### src/rtl/aes_out_serializer.sv
// aes_out_serializer: buffers 128-bit AES blocks in a small FIFO and streams them MSB-first as WORD_W-bit words.
module aes_out_serializer #(
  parameter int WORD_W = 32,
  parameter int DEPTH  = 2
) (
  input  logic              clk,
  input  logic              reset,
  input  logic              enable,
  input  logic [0:127]      blk_in,
  input  logic              blk_in_valid,
  output logic [WORD_W-1:0] word_out,
  output logic              word_valid,
  input  logic              word_ready,
  output logic              word_last,
  output logic              fifo_full,
  output logic              overflow
);
  localparam int N  = 128 / WORD_W;
  localparam int IW = $clog2(N);
  localparam int PW = DEPTH > 1 ? $clog2(DEPTH) : 1;
  localparam int CW = $clog2(DEPTH + 1);
  localparam logic [IW-1:0] LAST  = IW'(N - 1);
  localparam logic [PW-1:0] PLAST = PW'(DEPTH - 1);
  localparam logic [CW-1:0] FULL  = CW'(DEPTH);

  typedef enum logic {IDLE, STREAM} state_t;
  state_t state, state_n;

  logic [0:127]    mem [DEPTH];
  logic [PW-1:0]   rd_ptr, wr_ptr;
  logic [CW-1:0]   count, count_n;
  logic [IW-1:0]   idx;
  logic            push, wr, pop, hs;

  // A full FIFO still accepts a block when the head's last word leaves in the same cycle
  always_comb begin
    word_valid = state == STREAM;
    hs         = word_valid & word_ready;
    pop        = hs & (idx == LAST);
    push       = enable & blk_in_valid;
    wr         = push & ((count != FULL) | pop);
    count_n    = count + CW'(wr) - CW'(pop);
    state_n    = count_n != '0 ? STREAM : IDLE;
    word_last  = word_valid & (idx == LAST);
    word_out   = word_valid ? mem[rd_ptr][int'(idx) * WORD_W +: WORD_W] : '0;
  end

  always_ff @(posedge clk or posedge reset) begin
    if (reset) begin
      state     <= IDLE;
      count     <= '0;
      rd_ptr    <= '0;
      wr_ptr    <= '0;
      idx       <= '0;
      fifo_full <= 1'b0;
      overflow  <= 1'b0;
    end else begin
      state     <= state_n;
      count     <= count_n;
      fifo_full <= count_n == FULL;
      if (push & ~wr) overflow <= 1'b1;
      if (wr) wr_ptr <= wr_ptr == PLAST ? '0 : wr_ptr + PW'(1);
      if (pop) rd_ptr <= rd_ptr == PLAST ? '0 : rd_ptr + PW'(1);
      if (hs) idx <= pop ? '0 : idx + IW'(1);
    end
  end

  always_ff @(posedge clk) begin
    if (wr) mem[wr_ptr] <= blk_in;
  end
endmodule
### config.mk
export PLATFORM = sky130hd
export DESIGN_NAME = aes_out_serializer
export DESIGN_NICKNAME = d
export VERILOG_FILES = /design/src/rtl/aes_out_serializer.sv
export SDC_FILE = /design/constraint.sdc
export NUM_CORES = 1
export LEC_CHECK = 0
export ABC_AREA = 1
export BUFFER_PORTS_ARGS = -buffer_cell sky130_fd_sc_hd__buf_2
export CELL_PAD_IN_SITES_DETAIL_PLACEMENT = 0
export CELL_PAD_IN_SITES_GLOBAL_PLACEMENT = 2
export CORE_MARGIN = 3
export CORE_UTILIZATION = 36
export DETAILED_ROUTE_END_ITERATION = 8
export GPL_ROUTABILITY_DRIVEN = 0
export GPL_TIMING_DRIVEN = 0
export PLACE_DENSITY_LB_ADDON = 0.05
export SYNTH_ARGS = -nofsm -noshare
export SYNTH_HDL_FRONTEND = slang
export SYNTH_SLANG_ARGS = --single-unit
### constraint.sdc
create_clock -name clk -period 8.91 [get_ports clk]
set_input_delay 0.891 -clock clk [delete_from_list [all_inputs] [get_ports clk]]
set_output_delay 0.891 -clock clk [all_outputs]
set_load 0.05 [all_outputs]
# Yosys cells after proc, flatten, opt, wreduce, memory -nomap -nowiden
# Memory sizes are Yosys's and may differ from the RTL's.
# Index checks and enable logic that the tools add are counted.
# Widths: inputs -> output; s select.
# word_totals
memories	1
wordCells	34
input_bits	133
out_inout_bits	36
latch_bits	0
ram_bits	256
mem_bits_ro	0
ff_bits	9
# memory_table
name	depth	width	read_ports	rd_ports_with_merged_regs	wr	line	source
mem	2	128	1	0	1	29	logic [0:127] mem [DEPTH];
# op_classes
bitwise_logic	9
n_mux	7
addsub	5
shifts	1
div	0
eq_ne	3
reduce_logical	1
mul	0
magnitude_cmp	0
# op_table
cell	n
$shiftx 128x32->129	1
$mux 32	1
$not 7->32	1
$and 1x1->1	6
$mux 1	5
$eq 2x2->1 const B	2
$add 1x1->1 const B	2
$add 2x1->2	1
$add 2x1->2 const B	1
$mux 2	1
$ne 2x2->1 const B	1
$reduce_bool 2->1	1
$sub 2x1->2	1
$not 1->1	1
$or 1x1->1	1

# Longest topological paths before layout
# depth
depth_word	8
ltp_mapped	12
depth_no_buf	12

# Least setup slack after synthesis
# No wires, ideal clock.
# synth_path
kind	input port to flip-flop
startpoint	in word_ready
endpoint	mem mem[1][0] (netlist bit), enable pin
setup_time_ps	616
stages	6
path_buffers	0
path_slack_ps	1548
arrival_time_ps	6746
required_ps	8294
path_cell_list	nand2_2 nor2_1 inv_1 nand3_1 nand2_1 nor2_1
# synth_between
elab_chain_cells	6
# synth_lines
element	line	source
from (decl)	13	input logic word_ready,
$and 1x1->1	38	hs = word_valid & word_ready;
$and 1x1->1	39	pop = hs & (idx == LAST);
$or 1x1->1	41	wr = push & ((count != FULL) | pop);
$and 1x1->1	41	
$mux 1	69	if (wr) mem[wr_ptr] <= blk_in;
$mux 1 (implied by the code)	69	
to (decl)	29	
# Every way passes these cells.

# Final worst setup path
# layout_path
startpoint	reg idx[1]
endpoint	out word_out[17]
# layout_between
elab_chain_cells	3
# layout_lines
element	line	source
from (decl)	32	logic [IW-1:0] idx;
from (signal assigned)	64	if (hs) idx <= pop ? '0 : idx + IW'(1);
$not 7->32 (implied by the code)	45	word_out = word_valid ? mem[rd_ptr][int'(idx) * WORD_W +: WORD_W] : '0;
$shiftx 128x32->129	45	
$mux 32	45	
to (decl)	11	output logic [WORD_W-1:0] word_out,
# Every way passes these cells.

==> results.yml <==
status:
  outcome: "finished, final reports clean"
timing:
  post-route-period-util: 0.403
  report.final.slew_viol_count: 0
  hold_violations: 0
  tightest_slew_ps: 914
  rsz0062_at_grt: "false"
  fmax_mhz: 279
  fin_crit_ps: 3590
  whs_ps: 309
  setup_slack_ps: 5320
  setup_viol: 0
  slew_headroom: 0.391
  finClkSkew_ps: 11.8
worst_setup_path:
  r2r_cells: 8
  crit_end: "word_out[17]"
  crit_required_ps: 8020
  start_kind: "register"
  r2r-start: "word_valid"
  startpoint: "idx[1]"
  crit_arrival_ps: 2700
  r2r_setup_slack_ps: 6200
  path_class: "register to output pin"
  end_kind: "output pin"
  r2r-end: "mem[0][3]"
  crit_fanout: 10
final_layout:
  layout_common_cells: "nand2_1 (329), inv_1 (265), edfxtp_1 (256), buf_2 (208), nand3_1 (164)"
  final_area_sq_mm: 0.0141
  nets: 1497
  layout_commonest_cell: "nand2_1"
  syn_to_final_growth_pct: 22.0
  final.fill_count: 3049
  drive_gt1_frac: 0.193
  n_antenna_cell: 0
  final_util: 0.453
global_route:
  grt_pass1_vias: 7772
  grt_pass1_wl_mm: 44.9
  grt_max_degree: 75
  antenna_found_initial: 2
  grt.total_usage: 0.174
  grt_overflow: 0
die:
  die_x_um: 185
  core_sq_mm: 0.0311
  fp-row-count: 64
  die-area_sq_mm: 0.0343
  die_h_um: 185
  start_util: 0.371
  ios: 169
yosys:
  synth_seq_cells: 265
  ys_warn_count: 0
  synth-seq-area-share: 0.684
  synth_cell_types: 19
  avgSynthCellArea_sq_um: 10.0
  syn_inst: 1155
  syn_area_sq_mm: 0.0116
  synth_fp_nets: 1290
place:
  place_area_sq_mm: 0.0130
  port_buffers: 168
  dpl.hpwl_mm: 20.1
  dp_slack_ps: 5700
pwr:
  switchingPower_mw: 2.12
  p_seq_frac: 0.319
  p_clk_frac: 0.262
  vdd_drop_max_v: 0.000173
  swShare: 0.423
  finalPower_mw: 5.00
  power.internal_mw: 2.88
  p_per_area_mw_per_mm2: 354
  pwr-share-comb: 0.418
  power.leakage_nw: 6.64
run:
  max_cap_violations: 0
detailed_routing:
  antenna_left: 0
  drt-initial-drc-count: 474
  viasPerCell: 4.39
  vias: 7835
  drt-total-wl_mm: 29.9
  routedWlPerCell_um: 16.8
  drc: 0
  dr.pass1.iters: 4
clocking:
  cts_setup_buffers: 0
  cts_resized: 0
  cts_root_buf: "clkbuf_16"
  path_clk_slew_ps: 60
  cts.path.max_buffers: 3
  cts_tree: "built"
  clock_latency_ps: 550
  clock_sinks: 265
  postCtsHoldBufs: 0
  cts_made_buffers: 31
  cts-htree-levels: 1
worst_hold_path:
  min-delay-path-class: "input pin to async pin"
## critical path, cell delays in order, from the launching register on
cell,delay [ps]
dfrtp_1,360
clkbuf_1,620
clkbuf_1,560
nor2_1,110
nor2_1,200
buf_2,300
## cells by family after synthesis
| logic type | share of synthesized area |
|---|---|
| buf+inv | 0.109 |
| flops | 0.684 |
| simple gates | 0.200 |
| mux | 0.000974 |
| xor+xnor | 0.00152 |
| compound gates | 0.00195 |
| fa+ha+maj | 0.00216 |
## stage by stage
stage / setup TNS [ps] / std cells
after floorplan: 0 / 1155
after global placement: -354240 / 1719
after detailed placement: 0 / 1725
after CTS: 0 / 1783
after global routing: 0 / 1783
final: 0 / 1783
## routing by layer
| metal | vias to the layer above | global-route usage | wire length [um] |
|---|---|---|---|
| li1 | 4033 | - | - |
| met1 | 3582 | 0.237 | 13600 |
| met2 | 175 | 0.294 | 14200 |
| met3 | 41 | 0.0267 | 1390 |
| met4 | 4 | 0.0408 | 670 |
| met5 | - | 0 | 27 |
## Yosys cell counts
cell type / instances / area [sq um]
a21oi_1: 3 / 15.0
buf_1: 3 / 11.3
buf_2: 40 / 200
buf_4: 1 / 7.51
clkbuf_1: 9 / 33.8
dfrtp_1: 9 / 225
edfxtp_1: 256 / 7690
ha_1: 2 / 25.0
inv_1: 266 / 998
inv_2: 1 / 3.75
mux2_2: 1 / 11.3
nand2_1: 329 / 1230
nand2_2: 1 / 6.26
nand3_1: 164 / 821
nand3b_1: 1 / 7.51
nor2_1: 66 / 248
o21bai_1: 1 / 7.51
xnor2_1: 1 / 8.76
xor2_1: 1 / 8.76
## power groups by stage
| stage | combinational, mW | clock, mW | sequential, mW |
|---|---|---|---|
| floorplan | 1.42 | 0 | 1.66 |
| global placement | 2.12 | 0 | 1.67 |
| detailed placement | 2.14 | 0 | 1.62 |
| CTS | 2.15 | 1.34 | 1.60 |
| global route | 2.31 | 1.40 | 1.61 |
| finish | 2.09 | 1.31 | 1.59 |
## area by class of cell
class	instances	area, sq um	area share
buffer	53	253	0.0179
clock buffer	32	779	0.0553
clock inverter	26	285	0.0202
inverter	267	1010	0.0714
multi-input combinational	570	2400	0.170
sequential	265	7910	0.561
tap	396	495	0.0351
timing repair buffer	174	968	0.0687
## registers in the layout, summed over array words and instances, names as in the netlist
| signal | flops |
|---|---|
| mem | 256 |
| count | 2 |
| idx | 2 |
| fifo_full | 1 |
| overflow | 1 |
| rd_ptr | 1 |
| word_valid | 1 |
| wr_ptr | 1 |
## worst min-delay path by stage
stage / start / to / depth (start not counted)
floorplan: wr_ptr / wr_ptr / 2
global placement: wr_ptr / wr_ptr / 2
detailed placement: wr_ptr / wr_ptr / 2
CTS: reset / overflow / 2
global route: reset / overflow / 2
finish: reset / idx[1] / 2
Note: power is estimated with default switching activity, not from simulation.
